--- config.mk ---
export PLATFORM = sky130hd
export DESIGN_NAME = melody_player
export DESIGN_NICKNAME = d
export VERILOG_FILES = /design/src/rtl/melody_player.sv
export SDC_FILE = /design/constraint.sdc
export NUM_CORES = 1
export LEC_CHECK = 0
export ABC_CLOCK_PERIOD_IN_PS = 9200
export BUFFER_PORTS_ARGS = -buffer_cell sky130_fd_sc_hd__buf_2
export CELL_PAD_IN_SITES_DETAIL_PLACEMENT = 1
export CELL_PAD_IN_SITES_GLOBAL_PLACEMENT = 2
export CORE_AREA = 2 2 244 246
export DETAILED_ROUTE_END_ITERATION = 16
export DIE_AREA = 0 0 246 248
export PLACE_DENSITY_LB_ADDON = 0.08
export SLEW_MARGIN = 40
export SYNTH_ARGS = -nofsm -noshare
export SYNTH_HDL_FRONTEND = slang
export SYNTH_SLANG_ARGS = --single-unit
--- constraint.sdc ---
create_clock -name clk_i -period 9.2 [get_ports clk_i]
set_clock_uncertainty 0.2 [all_clocks]
set_input_delay 1.84 -clock clk_i [delete_from_list [all_inputs] [get_ports clk_i]]
set_output_delay 1.84 -clock clk_i [all_outputs]
set_load 0.01 [all_outputs]
--- src/rtl/melody_player.sv ---
// Table-driven melody player: steps a writable divider table at a fixed
// slot length and renders each entry as a square wave (divider 0 = rest).
module melody_player #(
  parameter int BW    = 16,
  parameter int IDX_W = 5,
  parameter int LEN_W = 24
) (
  input  logic             clk_i,
  input  logic             rst_n_i,
  input  logic             wr_en_i,
  input  logic [IDX_W-1:0] wr_addr_i,
  input  logic [BW-1:0]    wr_data_i,
  input  logic             start_i,
  input  logic             stop_i,
  input  logic             loop_i,
  input  logic [IDX_W-1:0] last_idx_i,
  input  logic [LEN_W-1:0] note_len_i,
  output logic             wave_o,
  output logic             busy_o,
  output logic             done_o,
  output logic [IDX_W-1:0] note_idx_o,
  output logic             note_active_o
);

  localparam int DEPTH = 2**IDX_W;

  typedef enum logic [0:0] {
    IDLE = 1'b0,
    PLAY = 1'b1
  } state_t;

  state_t           state;
  logic [BW-1:0]    tbl [DEPTH];
  logic [IDX_W-1:0] idx;
  logic [LEN_W-1:0] slot_cnt;
  logic [BW-1:0]    tone_cnt;
  logic             wave;
  logic             done;
  logic             loop_q;
  logic [IDX_W-1:0] last_q;
  logic [LEN_W-1:0] len_q;
  logic [BW-1:0]    cur_div;

  assign cur_div = tbl[idx];

  always_ff @(posedge clk_i) begin
    if (!rst_n_i) begin
      state    <= IDLE;
      for (int k = 0; k < DEPTH; k++) begin
        tbl[k] <= '0;
      end
      idx      <= '0;
      slot_cnt <= '0;
      tone_cnt <= '0;
      wave     <= 1'b0;
      done     <= 1'b0;
      loop_q   <= 1'b0;
      last_q   <= '0;
      len_q    <= '0;
    end else begin
      done <= 1'b0;
      case (state)
        IDLE: begin
          wave <= 1'b0;
          if (wr_en_i) begin
            tbl[wr_addr_i] <= wr_data_i;
          end
          if (start_i && !stop_i) begin
            state    <= PLAY;
            loop_q   <= loop_i;
            last_q   <= last_idx_i;
            len_q    <= note_len_i;
            idx      <= '0;
            slot_cnt <= '0;
            tone_cnt <= '0;
          end
        end
        PLAY: begin
          if (stop_i) begin
            state    <= IDLE;
            wave     <= 1'b0;
            slot_cnt <= '0;
            tone_cnt <= '0;
          end else if (slot_cnt == len_q) begin
            // every note starts phase-aligned low
            slot_cnt <= '0;
            tone_cnt <= '0;
            wave     <= 1'b0;
            if (idx != last_q) begin
              idx <= idx + IDX_W'(1);
            end else if (loop_q) begin
              idx <= '0;
            end else begin
              state <= IDLE;
              done  <= 1'b1;
              idx   <= '0;
            end
          end else begin
            slot_cnt <= slot_cnt + LEN_W'(1);
            if (cur_div == '0) begin
              wave     <= 1'b0;
              tone_cnt <= '0;
            end else if (tone_cnt == cur_div - BW'(1)) begin
              tone_cnt <= '0;
              wave     <= ~wave;
            end else begin
              tone_cnt <= tone_cnt + BW'(1);
            end
          end
        end
        default: state <= IDLE;
      endcase
    end
  end

  assign wave_o        = wave;
  assign busy_o        = (state == PLAY);
  assign done_o        = done;
  assign note_idx_o    = idx;
  assign note_active_o = (state == PLAY) && (cur_div != '0);

endmodule

# --- Yosys cells after proc, flatten, opt, wreduce, memory -nomap -nowiden ---
# Memory sizes are Yosys's and may differ from the RTL's. A register that Yosys moved wholly into a read port is not among the register bits.
# Cells that the tools add are included.
# W data, S select, Z words.
word_totals:
  memories: 1
  mem_bits_rw: 512
  word_cells: 71
  reg_bits: 78
memory_table:
  columns: ["name", "depth", "width", "read_ports", "rd_ports_with_merged_regs", "write_ports", "line_no", "rtl"]
  rows:
  - ["tbl", 32, 16, 1, 1, 32, "33", "logic [BW-1:0] tbl [DEPTH];"]
classes:
  n_addsub: 4
  muxes: 37
  eq_ne: 7
  n_bitwise: 4
  reduce_logical: 9
op_table:
  columns: ["operator", "n"]
  rows:
  - ["$mux W16", 6]
  - ["$mux W24", 3]
  - ["$pmux W24 S2", 1]
  - ["$mux W5", 7]
  - ["$pmux W16 S2", 1]
  - ["$add A24 B1 Y24 const B", 1]
  - ["$eq A24 B24 Y1", 1]
  - ["$add A16 B1 Y16 const B", 1]
  - ["$eq A16 B16 Y1", 1]
  - ["$logic_not A16 Y1", 1]
  - ["$mux W1", 16]
  - ["$reduce_bool A16 Y1", 1]
  - ["$reduce_or A16 Y1", 1]
  - ["$sub A16 B1 Y16 const B", 1]
  - ["$pmux W5 S2", 1]
  - ["$add A5 B1 Y5 const B", 1]
  - ["$ne A5 B2 Y1 const B", 1]
  - ["$ne A5 B5 Y1", 1]
  - ["$reduce_or A5 Y1", 1]
  - ["$ne A2 B2 Y1 const B", 2]
  - ["$not A1 Y1", 4]
  - ["$pmux W1 S2", 2]
  - ["$reduce_and A3 Y1", 1]
  - ["$logic_and A1 B1 Y1", 2]
  - ["3 further kinds", 3]

# --- Depth between registers and ports, before layout ---
logic_depth:
  depth_word: 7
  mapped_depth: 23
  depth_no_buf: 15

# --- Least setup slack after synthesis ---
# Ideal clock, no wire load.
synth_timing:
  path_kind: "reg2out"
  startpoint: "register (tool-made name)"
  endpoint: "output port note_active_o"
  path_slack_ns: 4.005
  path_stages_with_launch: 17
  t_arrival_ns: 3.155
  path_buffers: 5
  path_cell_list: "dfxtp_1 > buf_4 > buf_6 > buf_6 > buf_4 > buf_6 > mux4_2 > mux2_2 > nand2_1 > nand4_1 > inv_1 > ha_1 > inv_1 > nor3_1 > nand3_1 > nor3_1 > nor2b_1"
synth_lines:
  columns: ["element", "line_no", "rtl"]
  rows:
  - ["end: declaration", "22", "output logic note_active_o"]

==> reports/results.ini <==
[routing]
first_iter_violations = 1392
wire_per_inst_microns = 28.59
drt.antenna.violating_nets = 0
wl_mm = 86.00
vias_per_cell = 5.938
drcViolationCount = 0
firstDrtPassIters = 5
dr_total_vias = 17860

[worst_hold_path]
min_to = loop_q
hold_path_class = flop to flop
holdCritStartpoint = loop_q
hold_path_depth = 2

[clocking]
cts-root-buf = clkbuf_16
numCtsBuffers = 68
cts_tree = done
clockBufferDepth = 3
htree_levels = 3
postCtsHoldBufs = 0
insertion_delay_ns = 0.62
clkSlewWorstSetupHoldPaths_ns = 0.06
post_cts_buffers = 0
cts_resized = 0
cts.sinks = 595

[setup_path]
crit_slowest_cell = dfxtp_4
regToRegEndpoint = tone_cnt[7]
critical_path_required_ns = 7.16
ff2ff_path_depth = 13
max_stage_delay_ns = 0.63
r2r_slack_ns = 3.35
endpoint_kind = primary output
startpoint_type = flop
cp_max_fo = 67
worst-setup-path-type = flop to primary output
cp.arrival_ns = 5.30
path_cells = buf_12 > buf_12 > mux4_2 > mux4_2 > mux2i_1 > and2_1 > nand3_1 > or4_1 > nor3_1 > nor2b_1 > buf_2

[floorplan]
coreArea_sq_um = 58460
dieArea_sq_um = 61010
start_util_pct = 48.46
rows = 89
io_pins = 65
die_w_microns = 246
die_y_microns = 248

[power_and_ir_drop]
ir_worst_vdd_mv = 0.1789
p_int_w = 0.004593
pwr-share-clk_pct = 43.3
p_sw_w = 0.001392
combPwrFrac_pct = 6.1
swShare_pct = 23.26
power_leakage_nw = 11.33
seq_power_share_pct = 50.6
power_density_nw_per_um2 = 189.7

[grt]
top_usage_layer = met2
met3_usage_pct = 7.807
use_met2_pct = 46.02
antenna_found_initial = 6
grt_pass1_vias = 18380
grt_first_pass_wirelength_mm = 125.2
gr-total-overflow = 0
grt_max_degree = 68
use_met1_pct = 37.23
track_usage_pct = 28.64

[logic_synthesis]
synth_compound_area_share_pct = 5.035
synthAdderAreaFrac_pct = 0.1767
ys_seq_elements = 595
yosysSeqAreaShare_pct = 60.14
synthesis.nets = 2217
synth_cell_type_count = 66
avgSynthCellArea_sq_um = 13.13
ys.flop_type = edfxtp_1
synth.cell_area_sq_um = 28330
synth-simple-area-share_pct = 18.05
synth_warnings = 0
synth_top_family_by_area = simple AND/OR/NAND/NOR gates
async_reset_ff_share_pct = 0
muxShareOfSynthArea_pct = 11.46
syn_inst = 2157
synth_xor_area_share_pct = 1.917
synth_edf_count = 512

[finish]
drive_above_1_share_pct = 15.63
fin_nets = 2244
final_cells = 3008
syn_to_final_growth_pct = 11.38

[sta]
fmax_mhz = 136.2
tns_ns = 0
hold_viol = 0
worstMarginPinSlew_ns = 0.8688
fin_crit_sh_pct = 79.81
hold_slack_ns = 0.2693
slew_viol_final = 0
post-route-min-period_ns = 7.343
rsz0062_at_grt = false
worst_slew_margin_rel_pct = 41.63
setup_viol_count_final = 0

[placement]
place_inst = 2887
io_buffers = 64
gp_congestion = 0.8675
dp_hpwl_mm = 55.60

[run]
maxCapViolCount = 0

[run_status]
status = finished, final reports clean

[metal layers]
metal / vias to the layer above / share of wire, %
met5: - / 0.010
met4: 2 / 3.7
met3: 148 / 7.7
met2: 566 / 47
met1: 9260 / 42
li1: 7887 / -
[power groups by stage]
stage / Combinational (W) / Sequential (W) / Clock [W]
2_1_floorplan: 0.000217 / 0.00307 / 0
3_3_place_gp: 0.000351 / 0.00309 / 0
3_5_place_dp: 0.000363 / 0.00309 / 0
4_1_cts: 0.000364 / 0.00303 / 0.00263
5_1_grt: 0.000388 / 0.00304 / 0.00273
6_report: 0.000363 / 0.00303 / 0.00259
[stage by stage]
step	util [%]	cell area [sq um]	worst slack (ns)	power (W)
4_1_cts	53.96	31550	1.791	0.006024
3_5_place_dp	50.39	29460	2.462	0.003450
3_3_place_gp	50.15	29320	2.361	0.003437
5_1_grt	53.96	31550	1.641	0.006150
2_1_floorplan	-	28330	4.005	0.003286
6_report	53.97	31550	1.857	0.005985
[Yosys cell counts (all sizes together) (5+ instances only)]
master	number	share of area, %
and2	523	12
inv	19	0.25
xor2	20	0.62
nand2	115	1.5
o22ai	18	0.40
a21boi	35	0.93
nand3	41	0.72
mux2i	100	3.5
dfxtp	83	5.9
nand4	26	0.57
nor2	81	1.1
edfxtp	512	54
nor3	19	0.34
nor4	7	0.18
and3	19	0.42
a31oi	17	0.38
nand2b	6	0.13
or3	5	0.13
a22oi	43	1.1
nor2b	24	0.53
mux4	96	7.8
nand3b	9	0.25
a211oi	5	0.13
o21ai	53	0.95
a21oi	18	0.32
buf	47	1.3
xnor2	42	1.3
clkbuf	123	1.6
[layout by cell type, fill, tap and decap left out, types with 19 or more instances in the layout]
| cell type | instances |
|---|---|
| nor2_1 | 71 |
| mux2i_1 | 100 |
| nand3_1 | 41 |
| mux4_2 | 83 |
| buf_4 | 61 |
| nand2_1 | 114 |
| and2_1 | 522 |
| o21ai_0 | 19 |
| nand4_1 | 26 |
| clkbuf_16 | 72 |
| nor3_1 | 19 |
| xor2_1 | 20 |
| nor2b_1 | 24 |
| edfxtp_1 | 512 |
| a22oi_1 | 43 |
| and3_1 | 19 |
| a21boi_0 | 35 |
| buf_2 | 63 |
| xnor2_1 | 42 |
| o21ai_1 | 20 |
| dfxtp_1 | 79 |
[cell type report]
| type | count | area [sq um] |
|---|---|---|
| fillers | 5739 | 26910 |
| flip-flops and latches | 595 | 17050 |
| multi-input cells | 1372 | 10540 |
| clock buffers | 89 | 1866 |
| well taps | 773 | 967.2 |
| repair buffers | 127 | 833.3 |
| clock inverters | 30 | 221.5 |
| inverters | 20 | 75.07 |
| diodes | 2 | 5.005 |
[worst max-delay path by stage]
stage | startpoint | end | slack [ns]
2_1_floorplan | flop | note_active_o | 4.00
3_3_place_gp | flop | note_active_o | 2.36
3_5_place_dp | flop | note_active_o | 2.46
4_1_cts | flop | note_active_o | 1.79
5_1_grt | flop | note_active_o | 1.64
6_report | flop | note_active_o | 1.86
[kinds of logic after synthesis]
group           after synthesis
compound gates              211
xor+xnor                     62
fa+ha+maj                     4
buf+inv                     190
flops                       595
mux                         199
simple gates                896
[flip-flops by register name (all words and copies together), names as in the netlist, 5 cells and up, named ones only]
register,cells
last_q,5
len_q,24
note_idx_o,5
slot_cnt,24
tbl,512
tone_cnt,16
[critical path: cells and delay by family, from the launching register on]
kind / cells / cell delay [ns]
muxes: 3 / 1.61
and+or+nand+nor: 5 / 1.49
buffers and inverters: 3 / 0.91
DFF: 1 / 0.63
Note: power is estimated with default switching activity, not from simulation.
